[src/rtl/tdm_deinterleaver.sv]
// TDM deinterleaver: collects NUM_CH slot words per frame (slot 0 marked by SOF)
// and presents each complete frame in parallel, tracking lock and framing errors.
module tdm_deinterleaver #(
    parameter int DATA_WIDTH = 8,
    parameter int NUM_CH     = 2,
    parameter int ERR_WIDTH  = 8
) (
    input  logic                         clk,
    input  logic                         rst,
    input  logic [DATA_WIDTH-1:0]        din,
    input  logic                         din_valid,
    input  logic                         din_sof,
    output logic [NUM_CH*DATA_WIDTH-1:0] dout,
    output logic                         dout_valid,
    output logic                         locked,
    output logic                         frame_err,
    output logic [ERR_WIDTH-1:0]         err_count
);

    // Stream handshake: valid-only, no backpressure. A beat is transferred on every
    // rising edge where din_valid=1; din and din_sof are don't-care otherwise.
    // dout_valid and frame_err are single-cycle pulses; dout holds until the next frame.

    localparam int CW = (NUM_CH > 1) ? $clog2(NUM_CH) : 1;
    localparam logic [CW-1:0] LAST_SLOT = CW'(NUM_CH - 1);
    localparam logic [CW-1:0] SLOT_ONE  = CW'(1);

    typedef enum logic {
        HUNT   = 1'b0,
        LOCKED = 1'b1
    } state_t;

    state_t                         state_q, state_d;
    logic [CW-1:0]                  slot_q, slot_d;
    logic [DATA_WIDTH-1:0]          buf_q [NUM_CH];
    logic [DATA_WIDTH-1:0]          buf_d [NUM_CH];
    logic [NUM_CH*DATA_WIDTH-1:0]   dout_q, dout_d;
    logic                           dout_valid_q, dout_valid_d;
    logic                           frame_err_q, frame_err_d;
    logic [ERR_WIDTH-1:0]           err_cnt_q, err_cnt_d;

    always_comb begin
        state_d      = state_q;
        slot_d       = slot_q;
        buf_d        = buf_q;
        dout_d       = dout_q;
        dout_valid_d = 1'b0;
        frame_err_d  = 1'b0;

        if (din_valid) begin
            case (state_q)
                HUNT: begin
                    if (din_sof) begin
                        buf_d[0] = din;
                        slot_d   = SLOT_ONE;
                        state_d  = LOCKED;
                    end
                end
                LOCKED: begin
                    if (din_sof) begin
                        // SOF away from slot 0 resyncs onto the new frame.
                        if (slot_q != '0) begin
                            frame_err_d = 1'b1;
                        end
                        buf_d[0] = din;
                        slot_d   = SLOT_ONE;
                    end else if (slot_q == '0) begin
                        frame_err_d = 1'b1;
                        state_d     = HUNT;
                    end else begin
                        buf_d[slot_q] = din;
                        if (slot_q == LAST_SLOT) begin
                            slot_d       = '0;
                            dout_valid_d = 1'b1;
                            for (int k = 0; k < NUM_CH; k++) begin
                                dout_d[k*DATA_WIDTH +: DATA_WIDTH] = buf_d[k];
                            end
                        end else begin
                            slot_d = slot_q + 1'b1;
                        end
                    end
                end
                default: state_d = HUNT;
            endcase
        end
    end

    always_comb begin
        err_cnt_d = err_cnt_q;
        if (frame_err_d && (err_cnt_q != '1)) begin
            err_cnt_d = err_cnt_q + 1'b1;
        end
    end

    always_ff @(posedge clk) begin
        if (rst) begin
            state_q      <= HUNT;
            slot_q       <= '0;
            dout_q       <= '0;
            dout_valid_q <= 1'b0;
            frame_err_q  <= 1'b0;
            err_cnt_q    <= '0;
            for (int k = 0; k < NUM_CH; k++) begin
                buf_q[k] <= '0;
            end
        end else begin
            state_q      <= state_d;
            slot_q       <= slot_d;
            dout_q       <= dout_d;
            dout_valid_q <= dout_valid_d;
            frame_err_q  <= frame_err_d;
            err_cnt_q    <= err_cnt_d;
            for (int k = 0; k < NUM_CH; k++) begin
                buf_q[k] <= buf_d[k];
            end
        end
    end

    assign dout       = dout_q;
    assign dout_valid = dout_valid_q;
    assign locked     = (state_q == LOCKED);
    assign frame_err  = frame_err_q;
    assign err_count  = err_cnt_q;

endmodule

[config.mk]
export PLATFORM = sky130hd
export DESIGN_NAME = tdm_deinterleaver
export DESIGN_NICKNAME = d
export VERILOG_FILES = /design/src/rtl/tdm_deinterleaver.sv
export SDC_FILE = /design/constraint.sdc
export NUM_CORES = 1
export LEC_CHECK = 0
export BUFFER_PORTS_ARGS = -buffer_cell sky130_fd_sc_hd__buf_2
export CAP_MARGIN = 30
export CORE_MARGIN = 2
export CORE_UTILIZATION = 46
export DETAILED_ROUTE_END_ITERATION = 6
export HOLD_SLACK_MARGIN = 0.1
export PLACE_DENSITY = 0.79
export SYNTH_ARGS = -nofsm -noshare
export SYNTH_HDL_FRONTEND = slang
export SYNTH_SLANG_ARGS = --single-unit
[constraint.sdc]
create_clock -name clk -period 1.76 [get_ports clk]
set_input_delay 0.176 -clock clk [delete_from_list [all_inputs] [get_ports clk]]
set_output_delay 0.176 -clock clk [all_outputs]
set_load 0.005 [all_outputs]
==> results of run 1 <==
-- final timing paths --
kind                                      to     from  slack (ns)  cells past startpoint
worst max-delay path            err_count[5]   slot_q        0.06                      6
worst max register to register  err_count[5]   slot_q        0.06                      6
worst min-delay path                  locked  din_sof        0.29                      4
worst min register to register       dout[5]  dout[5]        0.46                      2
-- synth_stat cells --
cell type / n / share of area [%]
or3_1: 1 / 0.44
buf_2: 1 / 0.35
mux2i_1: 1 / 0.70
nor4_1: 1 / 0.44
buf_1: 1 / 0.26
xor2_1: 1 / 0.61
o31ai_1: 1 / 0.53
a31o_2: 1 / 0.61
or3_2: 1 / 0.53
clkbuf_1: 6 / 1.6
and2_2: 1 / 0.53
dfxtp_1: 36 / 50
inv_1: 3 / 0.79
nand2b_1: 1 / 0.44
a21oi_1: 29 / 10
o21ai_0: 2 / 0.70
nand3_1: 2 / 0.70
ha_1: 2 / 1.7
o2111a_1: 1 / 0.79
nor3_1: 5 / 1.7
a311oi_1: 1 / 0.61
nand4_4: 1 / 1.5
and3b_4: 1 / 0.87
nand4_1: 1 / 0.44
nand3b_1: 1 / 0.53
a211oi_1: 1 / 0.53
o21a_1: 1 / 0.53
nor2_1: 9 / 2.4
or4_1: 1 / 0.53
buf_4: 8 / 4.2
nand2_1: 53 / 14
-- placed cells by master (no fill, tap or decap), drive strengths merged, types with 2 or more instances in the layout --
cell type    instances
nor3                 5
dfxtp               36
a21oi               29
nor2                 9
inv                  3
nand2               53
dlygate4sd3         10
nand3                2
buf                 46
clkbuf               8
nand4                2
ha                   2
o21ai                2
or3                  2
-- power by group through the flow --
stage	Clock, mW	Combinational [mW]	Sequential [mW]
finish	0.453	0.106	0.837
global route	0.503	0.117	0.840
CTS	0.473	0.102	0.837
detailed placement	0	0.0840	0.856
global placement	0	0.0824	0.855
floorplan	0	0.0462	0.855
-- repair_timing --
item,in CTS,in global routing
gates resized for setup,1,4
endpoints found under the setup margin,2,4
buffers inserted,1,0
gates cloned,0,0
pin swaps,1,1
hold endpoints to repair,21,0
hold buffers,10,0
-- stage by stage --
stage / worst slack [ns] / hold WS, ns / total power, mW / setup TNS [ns] / util (%)
6_report: 0.0597 / 0.291 / 1.40 / 0 / 60.5
5_1_grt: -0.00193 / 0.293 / 1.46 / -0.00193 / 60.5
4_1_cts: 0.00456 / 0.233 / 1.41 / 0 / 59.8
3_5_place_dp: -0.0155 / 0.435 / 0.940 / -0.0155 / 54.2
3_3_place_gp: 0.0334 / 0.432 / 0.937 / 0 / 54.2
2_1_floorplan: 0.0336 / 0.291 / 0.902 / 0 / -
-- final cells by class --
type,instances,area (sq um)
Inverter,3,11.3
Timing Repair Buffer,56,350
Fill cell,276,1190
Multi-Input combinational cell,120,632
Sequential cell,36,722
Clock buffer,8,58.8
Tap cell,33,41.3
-- layer usage --
metal | wire length, microns | vias to the layer above | share of wire, % | track usage [%]
li1 | - | 669 | - | -
met1 | 1370 | 583 | 45 | 23.0
met2 | 1500 | 29 | 49 | 29.8
met3 | 124 | 5 | 4.1 | 5.19
met4 | 58 | 0 | 1.9 | 7.94
met5 | 0 | - | 0 | 0
-- worst register-to-register path, stage by stage (launching register included) --
cell and delay, ns:
dfxtp_2 0.33, inv_2 0.07, ha_4 0.19, and3b_4 0.31, nand4_4 0.11, or4_4 0.49, a21oi_2 0.14
-- cells by family (layout without fill, tap and decap cells) --
kind of cell | count (synthesis) | in the layout | synth area share [%]
AO/OA/AOI/OAI | 37 | 37 | 14.4
XOR/XNOR | 1 | 1 | 0.613
adder cells (fa/ha/maj) | 2 | 2 | 1.75
buffers and inverters | 19 | 67 | 7.17
flip-flops | 36 | 36 | 50.4
multiplexers | 1 | 1 | 0.700
AND/OR/NAND/NOR | 79 | 79 | 24.9
==> flow_summary_export.csv, run 1 <==
group,metric,value,unit
final_layout,stdcell_count,256,
placement,dp.cells,237,
power,leakagePower,0.765,nW
setup_path,worstSetupEndpointType,"flip-flop",
flow_run,cap_viol_max_count,0,
floorplanning,chipWidth,59.8,microns
yosys,ys_types,31,
setup_path,worstPathBufferInverterCount,1,
drt,vias_per_cell,5.02,
power,p_clk_share,32.5,%
drt,firstDrtPassIters,4,
final_layout,synthToLayoutAreaGrowth,26.9,%
setup_path,arrival,1.98,ns
sta,worst-slew-pin-transition,0.593,ns
drt,postRouteAntennaNets,0,
drt,route.vias.total,1286,
sta,slew_headroom,60.5,%
outcome,outcome,"finished, final reports clean",
global_routing,grt_pass1_vias,1107,
clock_network,htreeDepth,2,
drt,wl_per_cell,11.9,microns
clock_network,clockRootBuffer,"clkbuf_4",
sta,report.final.slew_viol_count,0,
yosys,synth_fp_nets,189,
sta,period_needed,1.70,ns
power,ir_drop,329,uV
yosys,ys_ff_latch,36,
sta,setup_viol,0,
yosys,syn_inst,175,
yosys,syn_area_per_cell,8.17,sq um
global_routing,gr-total-overflow,0,
power,switching_power,0.319,mW
clock_network,cts_tree,"yes",
global_routing,antenna_found_initial,0,
final_layout,stdcell_area,1820,sq um
final_layout,diodes,0,
setup_path,crit_chain,"inv_2 > ha_4 > and3b_4 > nand4_4 > or4_4 > a21oi_2",
drt,totalWireLength,3060,microns
clock_network,clk_pin_slew,0.10,ns
floorplanning,start_util,47.6,%
placement,dpl_cell_area,1630,sq um
drt,drt-initial-drc-count,63,
final_layout,drive_gt1_share,28.3,%
setup_path,crit_fanout,3,
placement,place_congestion,0.886,
clock_network,numCtsBuffers,5,
setup_path,cpLargestDelayFamily,"simple AND/OR/NAND/NOR gates",
power,power_frac_seq,60.0,%
global_routing,grt_pass1_wl,4900,microns
sta,final_hold_viol_count,0,
setup_path,cp-start-kind,"flip-flop",
placement,place.port_buffers,38,
setup_path,slowest_stage,"or4_4",
setup_path,crit_type,"reg -> reg",
yosys,synth_sequential_area_ratio,50.4,%
final_layout,fin_nets,236,
sta,finClkSkew,0.00114,ns
sta,period_share,96.6,%
sta,fmax,588,MHz
sta,rsz0062_at_grt,"true",
global_routing,grt_start_max_net_pins,32,
yosys,netlist_area,1430,sq um
power,p_per_area,769,nW/um^2
clock_network,clkLatencyLatePin,0.33,ns
power,swShare,22.8,%
worst_hold_path,hp-class,"in -> reg",
drt,drc,0,
setup_path,cp.required,2.04,ns
floorplanning,top_level_ports,39,
placement,post-dp-hpwl,2030,microns
power,combPwrFrac,7.6,%
floorplanning,coreArea,3000,sq um
floorplanning,die_area,3570,sq um
yosys,synth_warnings,0,
global_routing,track_usage,18.5,%
clock_network,clock-sinks,36,
floorplanning,fp.dieH,59.8,microns
clock_network,clockBufferDepth,2,
setup_path,max_stage_delay,0.49,ns
floorplanning,num_rows,20,
power,p_int,1.08,mW
Power figures use the tool's default switching activity.
==> inputs of run 2 (changes only) <==
--- a/config.mk
+++ b/config.mk
@@ -8,10 +8,10 @@
 export BUFFER_PORTS_ARGS = -buffer_cell sky130_fd_sc_hd__buf_2
 export CAP_MARGIN = 30
 export CORE_MARGIN = 2
-export CORE_UTILIZATION = 46
+export CORE_UTILIZATION = 54
 export DETAILED_ROUTE_END_ITERATION = 6
 export HOLD_SLACK_MARGIN = 0.1
-export PLACE_DENSITY = 0.79
+export PLACE_DENSITY = 0.87
 export SYNTH_ARGS = -nofsm -noshare
 export SYNTH_HDL_FRONTEND = slang
 export SYNTH_SLANG_ARGS = --single-unit
==> constraint.sdc (replaced) <==
create_clock -name clk -period 2.1 [get_ports clk]
set_input_delay 0.21 -clock clk [delete_from_list [all_inputs] [get_ports clk]]
set_output_delay 0.21 -clock clk [all_outputs]
set_load 0.005 [all_outputs]
==> flow_summary_export.csv, run 2 (synthesis results as in run 1) <==
group,metric,value,unit
placement,pre_cts_ws,0.162,ns
sta,period_needed,1.95,ns
power,ir_drop,410,uV
final_layout,fillers,222,
clock_network,clockBufferDepth,2,
clock_network,clockRootBuffer,"clkbuf_4",
global_routing,grt_pass1_wl,5040,microns
sta,rsz0062_at_grt,"false",
setup_path,worstReg2RegEnd,"err_count[5]",
clock_network,numCtsBuffers,5,
floorplanning,coreArea,2500,sq um
worst_hold_path,min_from,"din[5]",
clock_network,clkLatencyLatePin,0.35,ns
clock_network,htreeDepth,2,
sta,worst-slew-pin-transition,0.545,ns
setup_path,cp.required,2.39,ns
final_layout,stdcell_area,1680,sq um
drt,postRouteAntennaNets,0,
floorplanning,fp.dieH,55.5,microns
sta,period_share,92.8,%
clock_network,clk_pin_slew,0.11,ns
worst_hold_path,worst_hold_path.endpoint,"buf_q[13]",
final_layout,stdcell_count,241,
sta,setup_viol,0,
final_layout,synthToLayoutAreaGrowth,17.7,%
power,p_per_area,677,nW/um^2
placement,place.port_buffers,38,
sta,slew_headroom,63.6,%
sta,fin_tns_setup,0,ns
setup_path,worstSetupEndpointType,"flip-flop",
placement,post-dp-hpwl,2100,microns
drt,drc,0,
setup_path,r2r.worst_path.cells,6,
placement,dp.cells,229,
setup_path,r2r_setup_slack,0.15,ns
worst_hold_path,hp-class,"in -> reg",
global_routing,grt_start_max_net_pins,24,
final_layout,drive_gt1_share,25.6,%
power,leakagePower,0.711,nW
setup_path,cp-start-kind,"flip-flop",
sta,report.final.slew_viol_count,0,
final_layout,multi_input_area,612,sq um
drt,totalWireLength,2950,microns
global_routing,grt_pass1_vias,1182,
worst_hold_path,hold_path_depth,3,
floorplanning,num_rows,18,
setup_path,crit_fanout,6,
setup_path,arrival,2.23,ns
sta,final_hold_viol_count,0,
drt,drt-initial-drc-count,33,
final_layout,layout_common_cells,"nand2_1, buf_2, dfxtp_1, a21oi_1, nor2_1",
global_routing,antenna_found_initial,0,
drt,vias_per_cell,5.17,
placement,dpl_cell_area,1590,sq um
placement,place_congestion,0.748,
final_layout,final_common_cell,"nand2_1",
flow_run,cap_viol_max_count,0,
drt,firstDrtPassIters,3,
outcome,outcome,"finished, final reports clean",
clock_network,cts_tree,"yes",
floorplanning,start_util,57.2,%
setup_path,r2r-start,"slot_q",
sta,fin_ws,0.152,ns
final_layout,final_util,67.3,%
final_layout,regArea,721,sq um
sta,fmax,513,MHz
floorplanning,die_area,3080,sq um
drt,route.vias.total,1245,
floorplanning,top_level_ports,39,
setup_path,crit_type,"reg -> reg",
clock_network,clock-sinks,36,
global_routing,gr-total-overflow,0,
final_layout,diodes,0,
floorplanning,chipWidth,55.5,microns
drt,wl_per_cell,12.2,microns
sta,finClkSkew,0.0128,ns
global_routing,track_usage,20.7,%
final_layout,fin_nets,224,
run 2: changes by cell type in the layout (fill, tap and decap cells not counted), moves of 2 or more:
cell	before	now
buf_4	8	2
clkbuf_1	2	0
clkinv_2	0	2
dlygate4sd3_1	10	4
run 2: per-stage QoR:
step	hold WS (ns)	total power [mW]
after floorplan	0.325	0.756
after global placement	0.439	0.778
after detailed placement	0.444	0.784
after CTS	0.101	1.15
after global routing	0.104	1.18
final	0.105	1.14
run 2: worst max-delay path: stages, from the launching register on:
cell and delay [ns]:
dfxtp_1 0.36, inv_1 0.08, ha_1 0.29, and3b_4 0.34, nand4_4 0.13, or4_1 0.54, a21oi_1 0.15
run 2: area by class of cell:
cell class,instances,share of cell area [%]
Sequential cell,36,42.8
Multi-Input combinational cell,120,36.4
Timing Repair Buffer,44,14.6
Clock buffer,5,2.23
Tap cell,30,2.23
Clock inverter,3,1.12
Inverter,3,0.669
run 2: worst max-delay path by stage:
stage | slack [ns] | to | start | cells after the start
floorplan | 0.34 | err_count[5] | slot_q | 6
global placement | 0.28 | err_count[5] | din_sof | 7
detailed placement | 0.16 | err_count[5] | din_sof | 7
CTS | 0.16 | err_count[5] | slot_q | 6
global route | 0.1 | err_count[5] | slot_q | 6
finish | 0.15 | err_count[5] | slot_q | 6
run 2: timing repair:
item,CTS,global route
setup endpoints to repair,0,0
hold endpoints to repair,5,0
hold buffers,4,0
setup buffers,0,0
gates resized for setup,0,0
run 2: report_power, final:
group | switching, mW | internal (mW) | leakage, nW
clock network | 0.236 | 0.128 | 0.0349
logic | 0.0411 | 0.0303 | 0.384
registers | 0.00821 | 0.695 | 0.291
total | 0.286 | 0.853 | 0.711
run 2: metal layers:
metal / routed length, microns / GRT usage (%)
met5: 0 / 0
met4: 67 / 10.5
met1: 1300 / 24.1
met3: 144 / 4.45
met2: 1440 / 35.7
==> inputs of run 3 (changes only) <==
--- a/config.mk
+++ b/config.mk
@@ -11,7 +11,7 @@
 export CORE_UTILIZATION = 54
 export DETAILED_ROUTE_END_ITERATION = 6
 export HOLD_SLACK_MARGIN = 0.1
-export PLACE_DENSITY = 0.87
+export PLACE_DENSITY = 0.8
 export SYNTH_ARGS = -nofsm -noshare
 export SYNTH_HDL_FRONTEND = slang
 export SYNTH_SLANG_ARGS = --single-unit
==> flow_summary_export.csv, run 3 (synthesis results as in run 1) <==
group,metric,value,unit
global_routing,gr-total-overflow,0,
setup_path,cp-start-kind,"flip-flop",
floorplanning,fp.dieH,55.5,microns
outcome,outcome,"finished, final reports clean",
drt,vias_per_cell,5.26,
final_layout,layout_common_cells,"nand2_1, buf_2, dfxtp_1, a21oi_1, nor2_1",
clock_network,cts_setup_buffers,0,
power,p_per_area,692,nW/um^2
clock_network,clk_pin_slew,0.10,ns
sta,final_hold_viol_count,0,
floorplanning,num_rows,18,
setup_path,crit_chain,"inv_1 > ha_1 > and3b_4 > nand4_4 > or4_1 > a21oi_1",
clock_network,clockBufferDepth,2,
drt,drt-initial-drc-count,18,
drt,drc,0,
setup_path,cp.required,2.37,ns
drt,firstDrtPassIters,4,
setup_path,crit_type,"reg -> reg",
global_routing,antenna_found_initial,0,
floorplanning,top_level_ports,39,
final_layout,fillers,221,
sta,fin_tns_setup,0,ns
final_layout,final_common_cell,"nand2_1",
clock_network,numCtsBuffers,5,
drt,route.vias.total,1257,
floorplanning,die_area,3080,sq um
final_layout,diodes,0,
final_layout,drive_gt1_share,24.9,%
final_layout,synthToLayoutAreaGrowth,16.4,%
placement,dpl_cell_area,1590,sq um
floorplanning,coreArea,2500,sq um
placement,post-dp-hpwl,2120,microns
clock_network,clkLatencyLatePin,0.34,ns
clock_network,htreeDepth,2,
sta,fmax,523,MHz
setup_path,crit_fanout,6,
drt,postRouteAntennaNets,0,
sta,rsz0062_at_grt,"false",
global_routing,grt_start_max_net_pins,21,
clock_network,clock-sinks,36,
floorplanning,chipWidth,55.5,microns
sta,report.final.slew_viol_count,0,
floorplanning,start_util,57.2,%
sta,worst-slew-pin-transition,0.577,ns
setup_path,cpLargestDelayFamily,"simple AND/OR/NAND/NOR gates",
drt,totalWireLength,2920,microns
final_layout,fin_nets,222,
clock_network,cts_tree,"yes",
clock_network,cts_resized,0,
sta,period_share,91.1,%
worst_hold_path,hp-class,"in -> reg",
flow_run,cap_viol_max_count,0,
power,leakagePower,0.700,nW
sta,setup_viol,0,
sta,worst_hold_slack,0.118,ns
placement,place.port_buffers,38,
setup_path,slowest_stage,"or4_1",
placement,place_congestion,0.822,
sta,period_needed,1.91,ns
setup_path,arrival,2.19,ns
setup_path,worstPathBufferInverterCount,1,
sta,slew_headroom,61.5,%
setup_path,worstSetupEndpointType,"flip-flop",
final_layout,stdcell_area,1670,sq um
global_routing,grt_pass1_wl,4920,microns
global_routing,track_usage,20.1,%
clock_network,clockRootBuffer,"clkbuf_4",
setup_path,max_stage_delay,0.53,ns
power,ir_drop,671,uV
sta,finClkSkew,0.00560,ns
drt,wl_per_cell,12.2,microns
global_routing,grt_pass1_vias,1156,
## run 3: cell types whose count changed in the layout (fill, tap and decap cells not counted), sizes merged
cell	previous run	this run
clkinv	3	0
dlygate4sd3	4	2
clkbuf	5	8
## run 3: final cells by class
cell class | instances | area (sq um) | area share [%]
Tap cell | 30 | 37.5 | 2.25
Clock buffer | 8 | 58.8 | 3.53
Timing Repair Buffer | 42 | 225 | 13.5
Inverter | 3 | 11.3 | 0.676
Multi-Input combinational cell | 120 | 612 | 36.7
Sequential cell | 36 | 721 | 43.3
## run 3: through the flow
stage	util, %	setup WS, ns	instances	total power [mW]
after detailed placement	63.5	0.179	229	0.784
after global routing	66.6	0.114	239	1.20
after CTS	66.6	0.183	239	1.16
final	66.6	0.187	239	1.15
after floorplan	-	0.339	175	0.756
after global placement	63.5	0.272	229	0.779
## run 3: worst min-delay path: stages
cell	delay, ns
buf_2	0.11
nand2_1	0.05
a21oi_1	0.05
## run 3: path summary, 6_finish.rpt
kind | start | endpoint | slack [ns] | cells after the start
hold / removal | din[7] | buf_q[15] | 0.12 | 3
setup / recovery | slot_q | err_count[5] | 0.19 | 6
hold reg to reg | dout[1] | dout[1] | 0.46 | 2
setup reg to reg | slot_q | err_count[5] | 0.19 | 6
## run 3: what timing repair did
item,CTS,global route
hold buffers,2,0
hold endpoints to repair,2,0
endpoints found under the setup margin,0,0
## run 3: metal layers
metal / vias to the layer above / global-route usage, % / part of all wire (%)
met5: - / 0 / 0
met4: 0 / 10.5 / 1.2
met2: 38 / 32.7 / 47
li1: 643 / - / -
met1: 570 / 24.2 / 46
met3: 6 / 5.62 / 5.8
## run 3: power breakdown
| part | internal, mW | total (mW) | switching, mW | leakage, nW |
|---|---|---|---|---|
| combinational | 0.0281 | 0.0691 | 0.0410 | 0.376 |
| sequential | 0.694 | 0.703 | 0.00827 | 0.291 |
| clock | 0.165 | 0.381 | 0.216 | 0.0326 |
